[src/rtl/module_booth_mult_pkg.sv]
// Shared types and constants for the sequential Booth multiplier.
// Imported by the step datapath and the control top level.
package mult_pkg;

  typedef enum logic [1:0] {
    IDLE,
    CALC,
    DONE
  } mult_state_t;

  localparam int MULT_WIDTH = 8;

  // {Q[0], q_1} pair encodings
  localparam logic [1:0] BOOTH_ADD = 2'b01;
  localparam logic [1:0] BOOTH_SUB = 2'b10;

endpackage

[src/rtl/module_booth_step.sv]
// One radix-2 Booth step: add/sub M into A, then arithmetic
// shift {A,Q,q_1} right by one. Purely combinational.
module module_booth_step
  import mult_pkg::*;
#(
  parameter int WIDTH = MULT_WIDTH
) (
  input  logic [WIDTH:0]   a_i,
  input  logic [WIDTH-1:0] q_i,
  input  logic             q1_i,
  input  logic [WIDTH:0]   m_i,
  output logic [WIDTH:0]   a_o,
  output logic [WIDTH-1:0] q_o,
  output logic             q1_o
);

  logic [WIDTH:0] sum;

  always_comb begin
    sum = a_i;
    unique case ({q_i[0], q1_i})
      BOOTH_ADD: sum = a_i + m_i;
      BOOTH_SUB: sum = a_i - m_i;
      default:   sum = a_i;
    endcase
    a_o  = {sum[WIDTH], sum[WIDTH:1]};
    q_o  = {sum[0], q_i[WIDTH-1:1]};
    q1_o = q_i[0];
  end

endmodule

[src/rtl/module_booth_mult.sv]
// Iterative signed Booth multiplier: edge-triggered start,
// one Booth step per clock, registered product/busy/done.
module module_booth_mult
  import mult_pkg::*;
#(
  parameter int WIDTH = MULT_WIDTH
) (
  input  logic                 clk,
  input  logic                 rst,
  input  logic                 valid_i,
  input  logic [WIDTH-1:0]     numero1_i,
  input  logic [WIDTH-1:0]     numero2_i,
  output logic                 busy_o,
  output logic                 done_o,
  output logic [2*WIDTH-1:0]   product_o
);

  localparam int CW = $clog2(WIDTH + 1);

  mult_state_t state_q, state_d;

  logic               valid_q;
  logic [WIDTH:0]     m_q, m_d;
  logic [WIDTH:0]     a_q, a_d;
  logic [WIDTH-1:0]   q_q, q_d;
  logic               q1_q, q1_d;
  logic [CW-1:0]      cnt_q, cnt_d;
  logic               busy_q, busy_d;
  logic               done_q, done_d;
  logic [2*WIDTH-1:0] prod_q, prod_d;

  logic               start;
  logic [WIDTH:0]     step_a;
  logic [WIDTH-1:0]   step_q;
  logic               step_q1;

  assign start = valid_i & ~valid_q;

  module_booth_step #(
    .WIDTH (WIDTH)
  ) u_step (
    .a_i  (a_q),
    .q_i  (q_q),
    .q1_i (q1_q),
    .m_i  (m_q),
    .a_o  (step_a),
    .q_o  (step_q),
    .q1_o (step_q1)
  );

  always_comb begin
    state_d = state_q;
    m_d     = m_q;
    a_d     = a_q;
    q_d     = q_q;
    q1_d    = q1_q;
    cnt_d   = cnt_q;
    prod_d  = prod_q;
    done_d  = 1'b0;
    // busy stays up through the cycle in which done pulses
    busy_d  = (state_q != IDLE);
    unique case (state_q)
      IDLE: begin
        if (start) begin
          m_d     = {numero1_i[WIDTH-1], numero1_i};
          a_d     = '0;
          q_d     = numero2_i;
          q1_d    = 1'b0;
          cnt_d   = '0;
          busy_d  = 1'b1;
          state_d = CALC;
        end
      end
      CALC: begin
        a_d   = step_a;
        q_d   = step_q;
        q1_d  = step_q1;
        cnt_d = cnt_q + CW'(1);
        if (cnt_q == CW'(WIDTH - 1)) begin
          state_d = DONE;
        end
      end
      DONE: begin
        prod_d  = {a_q[WIDTH-1:0], q_q};
        done_d  = 1'b1;
        state_d = IDLE;
      end
      default: state_d = IDLE;
    endcase
  end

  always_ff @(posedge clk or posedge rst) begin
    if (rst) begin
      state_q <= IDLE;
      valid_q <= 1'b0;
      m_q     <= '0;
      a_q     <= '0;
      q_q     <= '0;
      q1_q    <= 1'b0;
      cnt_q   <= '0;
      busy_q  <= 1'b0;
      done_q  <= 1'b0;
      prod_q  <= '0;
    end else begin
      state_q <= state_d;
      valid_q <= valid_i;
      m_q     <= m_d;
      a_q     <= a_d;
      q_q     <= q_d;
      q1_q    <= q1_d;
      cnt_q   <= cnt_d;
      busy_q  <= busy_d;
      done_q  <= done_d;
      prod_q  <= prod_d;
    end
  end

  assign busy_o    = busy_q;
  assign done_o    = done_q;
  assign product_o = prod_q;

endmodule

[config.mk]
export PLATFORM = sky130hd
export DESIGN_NAME = module_booth_mult
export DESIGN_NICKNAME = d
export VERILOG_FILES = /design/src/rtl/module_booth_mult_pkg.sv /design/src/rtl/module_booth_step.sv /design/src/rtl/module_booth_mult.sv
export SDC_FILE = /design/constraint.sdc
export NUM_CORES = 1
export LEC_CHECK = 0
export ABC_CLOCK_PERIOD_IN_PS = 8250
export CAP_MARGIN = 20
export CORE_MARGIN = 3
export CORE_UTILIZATION = 39
export DETAILED_ROUTE_END_ITERATION = 16
export PLACE_DENSITY = 0.59
export SYNTH_ARGS = -nofsm -noshare
export SYNTH_HDL_FRONTEND = slang
export SYNTH_SLANG_ARGS = --single-unit
[constraint.sdc]
create_clock -name clk -period 8.25 [get_ports clk]
set_input_delay 0.825 -clock clk [delete_from_list [all_inputs] [get_ports clk]]
set_output_delay 0.825 -clock clk [all_outputs]
set_load 0.02 [all_outputs]
Word-level counts from Yosys, hierarchy flattened
Index checks and enable logic that the tools add are counted.
{"block": "classes", "n_addsub": 3, "n_eq_ne": 7, "mux": 15, "bitwise_logic": 2, "reduce_logical": 6}
{"op": "$pmux 9 s2", "count": 2}
{"op": "$pmux 8 s2", "count": 1}
{"op": "$add 9x9->9", "count": 1}
{"op": "$mux 9", "count": 1}
{"op": "$sub 9x9->9", "count": 1}
{"op": "$mux 8", "count": 1}
{"op": "$pmux 4 s2", "count": 1}
{"op": "$reduce_and 2->1", "count": 3}
{"op": "$add 4x1->4 const B", "count": 1}
{"op": "$eq 2x1->1 const B", "count": 2}
{"op": "$eq 2x2->1 const B", "count": 2}
{"op": "$eq 4x3->1 const B", "count": 1}
{"op": "$mux 1", "count": 4}
{"op": "$mux 2", "count": 2}
{"op": "$mux 4", "count": 1}
{"op": "$ne 2x2->1 const B", "count": 2}
{"op": "$pmux 2 s2", "count": 1}
{"op": "$reduce_bool 2->1", "count": 2}
{"op": "$logic_not 2->1", "count": 1}
{"op": "$pmux 1 s2", "count": 1}
{"op": "$and 1x1->1", "count": 1}
{"op": "$not 1->1", "count": 1}
{"block": "word_totals", "register_bits": 51, "inputBits": 19, "out_inout_bits": 18}

Depth between registers and ports, before layout
Gate-level depths: netlist (run 1).
{"block": "logic_depth", "ltp_word": 4, "mapped_depth": 12, "ltp_nobuf": 12}

Cells and area by module
Synthesis (run 1) repeated with hierarchy kept, for this count alone.
{"block": "unflattened", "cells_unflattened": 258, "area_unflattened_um2": 2810.2}
{"module": "module_booth_mult", "n_inst": 1, "cells_per_inst": 156, "area_each_um2": 2075.7}
{"module": "module_booth_step", "n_inst": 1, "cells_per_inst": 102, "area_each_um2": 734.5}

Worst setup path before layout (run 1)
Ideal clock, no wire load.
{"block": "synth_path", "kind": "register to register", "from": "register q1_q", "to": "register a_q[7]", "setup_ns": 0.140, "arrival_ns": 2.505, "setup_slack_ns": 5.605, "stages_incl_launch_ff": 12, "path_buffers": 1, "period_less_slack_ns": 2.645, "path_cell_list": "dfrtp_1 -> inv_1 -> ha_1 -> clkbuf_1 -> mux2_2 -> fa_1 -> nor2b_2 -> o31a_1 -> o21ai_0 -> xor2_1 -> o311ai_0 -> o41ai_1"}
{"block": "synth_via", "elab_chain_len": 3}
{"element": "start, declared", "line_no": "module_booth_mult.sv:26", "rtl": "logic q1_q, q1_d;"}
{"element": "start signal, assigned", "line_no": "module_booth_mult.sv:110", "rtl": "q1_q <= q1_d;"}
{"element": "$eq 2x2->1 or $eq 2x1->1 (tied branches)", "line_no": "module_booth_step.sv:21", "rtl": "unique case ({q_i[0], q1_i})"}
{"element": "$pmux 9 s2 (*)", "line_no": "module_booth_step.sv:21"}
{"element": "$pmux 9 s2 (*)", "line_no": "module_booth_mult.sv:62", "rtl": "unique case (state_q)"}
{"element": "end signal, assigned", "line_no": "module_booth_mult.sv:97", "rtl": "a_q <= '0;"}
{"element": "end signal, assigned", "line_no": "module_booth_mult.sv:108", "rtl": "a_q <= a_d;"}
{"element": "end, declared", "line_no": "module_booth_mult.sv:24", "rtl": "logic [WIDTH:0] a_q, a_d;"}
Every way passes the cells marked *; elsewhere a longest branch is shown, timed or not.
A chain may end at the register's enable or synchronous reset.

Worst setup path in the final report (run 1)
{"block": "layout_path", "from": "register m_q[0]", "to": "register a_q[7]"}
{"block": "layout_via", "elab_chain_len": 3}
{"element": "start, declared", "line_no": "module_booth_mult.sv:23", "rtl": "logic [WIDTH:0] m_q, m_d;"}
{"element": "start signal, assigned", "line_no": "module_booth_mult.sv:107", "rtl": "m_q <= m_d;"}
{"element": "$sub 9x9->9 or $add 9x9->9 (tied branches)", "line_no": "module_booth_step.sv:23, module_booth_step.sv:22"}
{"element": "$pmux 9 s2 (*)", "line_no": "module_booth_step.sv:21"}
{"element": "$pmux 9 s2 (*)", "line_no": "module_booth_mult.sv:62"}
Marked as above.

==> results of run 1 <==
## worst paths after layout
kind / start / end / cells after the start
max: m_q[0] / a_q[7] / 12
min: cnt_q[3] / cnt_q[3] / 1
max reg2reg: m_q[0] / a_q[7] / 12
min reg2reg: cnt_q[3] / cnt_q[3] / 1
max in group asynchronous: rst / m_q[2] / 3
min in group asynchronous: rst / valid_q / 2
## per-stage QoR
| step | hold slack, ns | power, mW |
|---|---|---|
| after global routing | 0.524 | 1.59 |
| after CTS | 0.499 | 1.46 |
| after global placement | 0.474 | 1.27 |
| after floorplan | 0.450 | 1.08 |
| after detailed placement | 0.489 | 1.28 |
| final | 0.493 | 1.45 |
## area by class of cell
type,instances,area [um2],area share
Multi-Input combinational cell,162,1150,0.381
Tap cell,75,93.8,0.0310
Timing Repair Buffer,37,380,0.126
Inverter,9,33.8,0.0112
Clock buffer,5,68.8,0.0227
Sequential cell,50,1250,0.413
Clock inverter,3,45.0,0.0149
## cell families after synthesis
family / after synthesis / share of synthesized area
flops: 50 / 0.502
simple gates: 62 / 0.116
compound gates: 54 / 0.141
xor+xnor: 10 / 0.0352
mux: 24 / 0.108
buf+inv: 20 / 0.0347
fa+ha+maj: 12 / 0.0633
## state kept, by name, summed over array words and instances (netlist names), 2 cells and up
signal,cells
a_q,8
product_o,16
cnt_q,4
q_q,8
state_q,2
m_q,8
## power by group through the flow
stage	Clock (mW)	Combinational (mW)	Sequential, mW
6_report	0.172	0.835	0.442
4_1_cts	0.179	0.840	0.443
3_3_place_gp	0	0.828	0.446
3_5_place_dp	0	0.836	0.447
5_1_grt	0.186	0.941	0.458
2_1_floorplan	0	0.614	0.469
## layout by cell type, fill, tap and decap left out, drive strengths merged, types with 2 or more instances in the layout
cell / count
a22o: 2
clkbuf: 5
clkinvlp: 2
ha: 11
a32oi: 2
o31ai: 2
xor2: 2
inv: 9
xnor2: 8
clkdlybuf4s50: 36
o21a: 2
nor3: 3
nor2b: 5
nand3: 2
o21ai: 16
dfrtp: 50
nand2: 11
nand2b: 5
o22ai: 9
a21oi: 9
o31a: 2
a211o: 2
a21o: 4
nor2: 29
mux2: 23
## per-layer routing
layer / track usage / share of wire
met1: 0.182 / 0.46
met2: 0.240 / 0.48
met5: 0 / 0
met3: 0.0317 / 0.046
met4: 0.0403 / 0.0060
## critical path: cells and delay by family, from the launching register on
kind	cells	cell delay, ns
AO/OA/AOI/OAI	5	0.88
XOR/XNOR	2	0.32
adder cells (fa/ha/maj)	2	0.51
buffers and inverters	1	0.08
flip-flops	1	0.43
AND/OR/NAND/NOR	2	0.43
==> metrics.md, run 1 <==
| Metric | Value |
|---|---|
| Post-synthesis register bit count | 50 |
| Crit path cell chain | inv_1 -> ha_1 -> nor3b_1 -> a21oi_1 -> xnor2_1 -> ha_1 -> nand2_1 -> o21ai_0 -> o21ai_0 -> xor2_1 -> o311ai_0 -> o41ai_1 |
| Vias in the first global route | 1810 |
| Finished Layout Cells | 341 |
| Iteration-0 DRC Markers | 96 |
| CP Launch Type | register |
| Sequential area share after synthesis | 0.502 |
| CTS max path bufs | 2 |
| Clock power frac | 0.118 |
| GRT Total Usage | 0.142 |
| Slew HR | 0.421 |
| Post-synth top cells | dfrtp_1, nor2_1, mux2_2 |
| Cell taking the most area after synthesis | dfrtp_1 |
| Hold WC Path Type | register to register |
| Htree depth | 2 |
| Post-cts sizing count | 0 |
| Ys flop type | dfrtp_1 |
| Period Utilization, post-route | 0.339 |
| Synth area leaders | dfrtp_1, mux2_2, ha_1 |
| Fin. Hold Viols | 0 |
| RSZ-0062 raised after global routing | false |
| Power per Cell Area | between 400 and 500 mW/mm2 |
| Synth Warn # | 0 |
| DRT Wirelength | between 4000 and 5000 um |
| Routed Antenna Nets | 0 |
| Worst Tran Pin Value | 0.869 ns |
| CP peak stage delay | 0.43 ns |
| Most numerous cell in the Yosys netlist | dfrtp_1 |
| FF-to-FF setup slack | about 5.5 ns |
| Layout cells sized above 1 | 0.135 |
| Yosys top cell area share | 0.502 |
| Die width | roughly 86 um |
| Final Skew | approximately 0.0057 ns |
| Die area | 0.00738 mm2 |
| Site row count | 28 |
| DP HPWL | about 3400 um |
| Clk pin slew, worst setup/hold paths | 0.09 ns |
| Net Sw Frac | 0.410 |
| Syn Inst Count | approximately 230 |
| Fmax | 358 MHz |
| CTS tree | built |
| Crit end category | register |
| Comb pwr share | 0.576 |
| Antenna violations before repair | 0 |
| First-pass DRT Iterations | 4 |
| Number of clock sinks | 50 |
| CP arrival | 2.96 ns |
| Die height | 85.9 um |
| Routability Congestion | 0.828 |
| Mapped Nets | roughly 260 |
| Dpl ws | between 5 and 6 ns |
| First-pass GRT wire length | 8460 um |
| Design area | about 0.003 mm2 |
| Max Cap Violations | 0 |
| Outcome | finished, final reports clean |
| Post-layout util | 0.499 |
| Critical Path RT | ~8.4 ns |
| I/O Buffers | 36 |
| FILL cells | between 500 and 600 |
| Synthesized area | around 0.0025 mm2 |
| Clock Latency Late Sink | around 0.30 ns |
| Avg Cell Area, Syn | 10.7 um2 |
| Worst Path Max Fanout | 5 |
| Internal power | ~850 uW |
| Number of synthesized flops with an enable pin | 0 |
| Largest net degree at the start of global routing | 51 |
| Crit path kind | register to register |
| Syn-to-layout area delta | 21.5% |
| Number of CTS-inserted buffers | 5 |
| Area after DPL | between 0.002 and 0.003 mm2 |
| Psw | 594 uW |
| Synth cell types | 40 |
| DRC viols | 0 |
| Setup TNS Final | 0 ns |
| Sequential Power Share | 0.305 |
| DR vias/cell | between 5 and 6 |
| Global route overflow | 0 |
| Placed Instances | approximately 330 |
| Ports | 37 |
| Routed via count | 1783 |
| Max VDD drop | ~220 uV |
| Slew Limit Fails | 0 |
| Hold Buf Count CTS | 0 |
| Setup bufs post-CTS | 0 |
| Wire length per cell | between 10 and 15 um |
| Diodes inserted | 0 |
| Async SR Flop Fraction | 1.00 |
| Nets | between 200 and 300 |
| Fin crit period | between 2 and 3 ns |
| CP max-delay cell | dfrtp_1 |
| Root Buffer Master | clkbuf_8 |
| Setup ws final | about 5.5 ns |
| P_leak | 1.28 nW |
| Final Setup Violations | 0 |
| Core box area | around 0.0061 mm2 |
| Starting Density | 0.411 |
(Power assumes the default switching activity.)
==> run 2, diff against run 1 <==
ABC_CLOCK_PERIOD_IN_PS = 2950   (was 8250)
clock period = 2.95 ns   (was 8.25 ns; I/O delays follow)
==> metrics.md, run 2 (synthesized netlist as in run 1, its figures left out) <==
| Metric | Value |
|---|---|
| Largest net degree at the start of global routing | 32 |
| Die width | 85.9 um |
| Clk pin slew, worst setup/hold paths | around 0.10 ns |
| Routed Antenna Nets | 0 |
| Crit path cell chain | inv_1 -> ha_2 -> mux2_2 -> fa_1 -> nor2b_2 -> o31a_1 -> o21ai_0 -> xor2_1 -> o311ai_1 -> o41ai_1 |
| Met2 wire length | between 2000 and 2500 um |
| Period Utilization, post-route | 0.899 |
| Clock Latency Late Sink | ~0.31 ns |
| Die height | around 86 um |
| Nets | 296 |
| FF-to-FF path depth | 10 |
| Htree depth | 2 |
| First-pass GRT wire length | between 8000 and 9000 um |
| Most common cell after layout, fill and taps aside | dfrtp_1 |
| Max reg flops | 16 |
| Critical Path RT | 3.12 ns |
| Final Skew | 0.0112 ns |
| Antenna violations before repair | 0 |
| Vias in the first global route | approximately 1800 |
| Setup bufs post-CTS | 0 |
| Number of CTS-inserted buffers | 5 |
| Number of clock sinks | 50 |
| Most frequent cells in the layout | dfrtp_1, clkdlybuf4s50_1, nor2_1 |
| Multi-input logic area | 0.00116 mm2 |
| Die area | around 0.0074 mm2 |
| Max VDD drop | 627 uV |
| Layout cells sized above 1 | 0.143 |
| Diodes inserted | 0 |
| RSZ-0062 raised after global routing | false |
| Fmax | 377 MHz |
| Core box area | a little over 0.006 mm2 |
| Outcome | finished, final reports clean |
| Global route overflow | 0 |
| Crit path kind | register to register |
| Syn-to-layout area delta | 21.4% |
| Metal3 WL | 132 um |
| Setup TNS Final | 0 ns |
| Max Cap Violations | 0 |
| CP Launch Type | register |
| First-pass DRT Iterations | 4 |
| Slew Limit Fails | 0 |
| CP peak stage delay | ~0.42 ns |
| Slew HR | 0.402 |
| Wire length per cell | about 14 um |
| Routability Congestion | 0.821 |
| Fin. Hold Viols | 0 |
| DRT Wirelength | roughly 4700 um |
| CTS tree | built |
| DR vias/cell | approximately 5.1 |
| Crit end category | register |
| P_leak | 1.29 nW |
| Iteration-0 DRC Markers | 70 |
| Hold WS | a little under 0.3 ns |
| Hold Buf Count CTS | 0 |
| Routed via count | roughly 1700 |
| FILL cells | around 560 |
| Starting Density | 0.411 |
| GRT Total Usage | 0.146 |
| Met1 wire length | 2310 um |
| Hold WC Path Type | input pin to asynchronous set/reset pin |
| DRC viols | 0 |
| Power per Cell Area | 1340 mW/mm2 |
| Site row count | 28 |
| CTS max path bufs | 2 |
| CP arrival | around 2.8 ns |
| Top sig layer | met4 |
| FF/Latch Area | between 0.001 and 0.0015 mm2 |
| Ports | 37 |
| CP max-delay cell | fa_1 |
| DP HPWL | 3430 um |
| Final Setup Violations | 0 |
| Worst Tran Pin Value | 0.897 ns |
| Fin crit period | about 2.7 ns |
| I/O Buffers | 36 |
| Root Buffer Master | clkbuf_8 |
| Worst Path Max Fanout | 9 |
-- run 2: changes by cell type in the layout (fill, tap and decap cells not counted), sizes merged --
| cell | previous run | this run |
|---|---|---|
| inv | 9 | 10 |
| clkinv | 0 | 1 |
| clkinvlp | 2 | 0 |
-- run 2: path summary, 6_finish.rpt --
path	start	slack, ns	to
min reg2reg	cnt_q[3]	0.50	cnt_q[3]
max in group asynchronous	rst	1.91	q_q[7]
max reg2reg	q1_q	0.30	a_q[7]
min	rst	0.29	product_o[2]
min in group clk	valid_i	0.44	valid_q
max	q1_q	0.30	a_q[7]
-- run 2: timing repair --
item                       CTS  global route
hold endpoints to repair     0             0
resized for setup            0             3
setup endpoints to repair    0             2
-- run 2: critical path, delay by kind of cell (launching register included) --
family / cells / cell delay (ns)
AOI/OAI and AO/OA: 4 / 0.64
xor gates and xnor gates: 1 / 0.19
adders and majority gates: 2 / 0.69
buffers and inverters: 1 / 0.06
DFF: 1 / 0.37
muxes: 1 / 0.38
and+or+nand+nor: 1 / 0.18
-- run 2: routing by layer --
layer | global-route usage | vias up
met1 | 0.191 | 837
met2 | 0.244 | 24
met5 | 0 | -
met4 | 0.0388 | 0
li1 | - | 877
met3 | 0.0317 | 4
-- run 2: per-stage QoR --
stage | setup WS, ns | utilization | std cells | cell area (um2) | total power [mW]
6_report | 0.297 | 0.499 | 341 | 3020 | 4.06
5_1_grt | 0.0131 | 0.499 | 341 | 3020 | 4.48
4_1_cts | 0.146 | 0.498 | 341 | 3020 | 4.10
3_5_place_dp | 0.173 | 0.479 | 333 | 2900 | 3.59
3_3_place_gp | 0.236 | 0.479 | 333 | 2900 | 3.56
2_1_floorplan | 0.305 | - | 232 | 2490 | 3.03
-- run 2: layout make-up --
class / instances / area share
inverters: 9 / 0.0112
repair buffers: 37 / 0.122
clock inverters: 3 / 0.0157
clock buffers: 5 / 0.0228
multi-input cells: 162 / 0.384
flip-flops and latches: 50 / 0.414
well taps: 75 / 0.0310
-- run 2: power by group --
part           switching [mW]  internal [mW]  leakage, nW
combinational            1.17           1.15        0.666
sequential              0.247          0.995        0.564
clock                   0.241          0.257       0.0587
total                    1.66           2.40         1.29
==> run 3, diff against run 2 <==
SLEW_MARGIN = 30   (was unset)
==> results of run 3 <==
No change in the layout: final DEF, timing and power equal those of run 2.
==> variant (settings of run 2) <==
Register the output `product_o` once more, with the module's reset; this adds one clock of latency there. The other outputs are not delayed to match.
--- a/src/rtl/module_booth_mult.sv
+++ b/src/rtl/module_booth_mult.sv
@@ -117,7 +117,13 @@
 
   assign busy_o    = busy_q;
   assign done_o    = done_q;
-  assign product_o = prod_q;
+  always_ff @(posedge clk or posedge rst) begin
+    if (rst) begin
+      product_o <= '0;
+    end else begin
+      product_o <= prod_q;
+    end
+  end
 
 endmodule
 
Formal check against the unedited RTL: no difference found for any inputs over 10 cycles, from zero or initial values and one cycle with rst high; that may be too few to reach the edited logic, so the function may still have changed.
==> variant against run 2 <==
- routed wire length rose by 21%
- via count rose by 16%
- cell area up 21%
- area after synthesis grew 17%
- setup slack lost 0.057 ns
- sequential share of layout area rose by 3.6 points
- sequential cell count is 16 higher
- total power grew 19%
==> variant: results (changes against run 2) <==
H-Tree Depth 3 (was 2); layout net count 333 (was 296); dpl hpwl 3983 um (was 3430 um); largest net degree at the start of global routing 35 (was 32); Rel. slew slack 35.40% (was 40.21%); Reg clk slew, reported paths 0.07 ns (was 0.10 ns); mean routed wirelength per cell 14.16 um (was 13.86 um); top cells by area, synth dfrtp_1 57%, mux2_2 6.6%, ha_1 4.7%, nor2_1 4.1%, o21ai_0 2.7% (was dfrtp_1 50%, mux2_2 10%, ha_1 5.5%, nor2_1 4.4%, o21ai_0 3.0%); Leak 1.640 nW (was 1.288 nW); routability-driven placement congestion ratio 0.7941 (was 0.8212); Area after DPL 3406 um2 (was 2900 um2); Synth Area per Inst 11.25 um2 (was 10.74 um2); gr ovfl total 0 (unchanged); Crit Path Max Fanout 8 (was 9); vias in the first global route 1955 (was 1836); outcome finished, final reports clean (unchanged); fill count 637 (was 562); worst slack, placed 0.2627 ns (was 0.1734 ns); WL final 5707 um (was 4725 um); arrival time worst endpoint 2.95 ns (was 2.82 ns); Inst Count DP 387 (was 333); Total GRT Usage 14.71% (was 14.60%); Worst-Skew Late Latency 0.34 ns (was 0.31 ns); slowest stage cell, crit path mux2_2 (was fa_1); cts bufs inserted 9 (was 5); first-pass GRT wire length 9618 um (was 8631 um); Area Overhead vs Synth 26.07% (was 21.40%); Synth cell types 37 (was 40); Mapped Nets 290 (was 263); via-per-instance ratio 5.000 (was 5.109); HP Class reg -> reg (was in -> async); Final Skew 0.005603 ns (was 0.01122 ns); Iteration-0 DRC Markers 93 (was 70); largest delay contributor family on the critical path compound AO/OA/AOI/OAI gates (was adder cells)
variant: kinds of logic (layout without fill, tap and decap cells):
group	count (synthesis)	in the layout	synth area share, %
DFF	66	66	56.70
xor gates and xnor gates	7	7	2.105
buffers and inverters	18	66	2.448
adders and majority gates	12	12	5.412
AOI/OAI and AO/OA	55	55	11.60
muxes	25	25	9.579
and+or+nand+nor	76	76	12.16
variant: layout make-up:
type,instances,area share (%)
flip-flops and latches,66,44.97
multi-input cells,175,32.40
repair buffers,41,11.18
clock buffers,11,3.850
clock inverters,5,3.407
well taps,96,3.271
inverters,9,0.9199
variant: final timing paths:
kind | start | endpoint | slack, ns | cells past startpoint
hold reg to reg | prod_q[10] | product_o[10] | 0.38 | 0
setup / recovery | q1_q | a_q[4] | 0.24 | 10
min in group asynchronous | rst | done_o | 0.39 | 2
hold / removal | prod_q[10] | product_o[10] | 0.38 | 0
setup reg to reg | q1_q | a_q[4] | 0.24 | 10
max in group asynchronous | rst | q_q[5] | 1.94 | 3
variant: worst reg2reg max path: cells and delay by family, from the launching register on:
kind | cells | cell delay, ns
buffers and inverters | 2 | 0.14
AO/OA/AOI/OAI | 3 | 0.72
flip-flops | 1 | 0.36
multiplexers | 1 | 0.41
AND/OR/NAND/NOR | 2 | 0.44
adder cells (fa/ha/maj) | 2 | 0.53
variant: routing by layer:
metal,vias to the layer above,GRT usage (%),part of all wire [%]
met3,11,4.874,4.8
met5,-,0,0
li1,1004,-,-
met1,963,18.82,47
met4,0,6.436,2.0
met2,37,22.72,47
variant: report_power, final:
group	internal, mW	switching, mW
clock	0.669	0.340
combinational	1.08	1.24
sequential	1.25	0.270
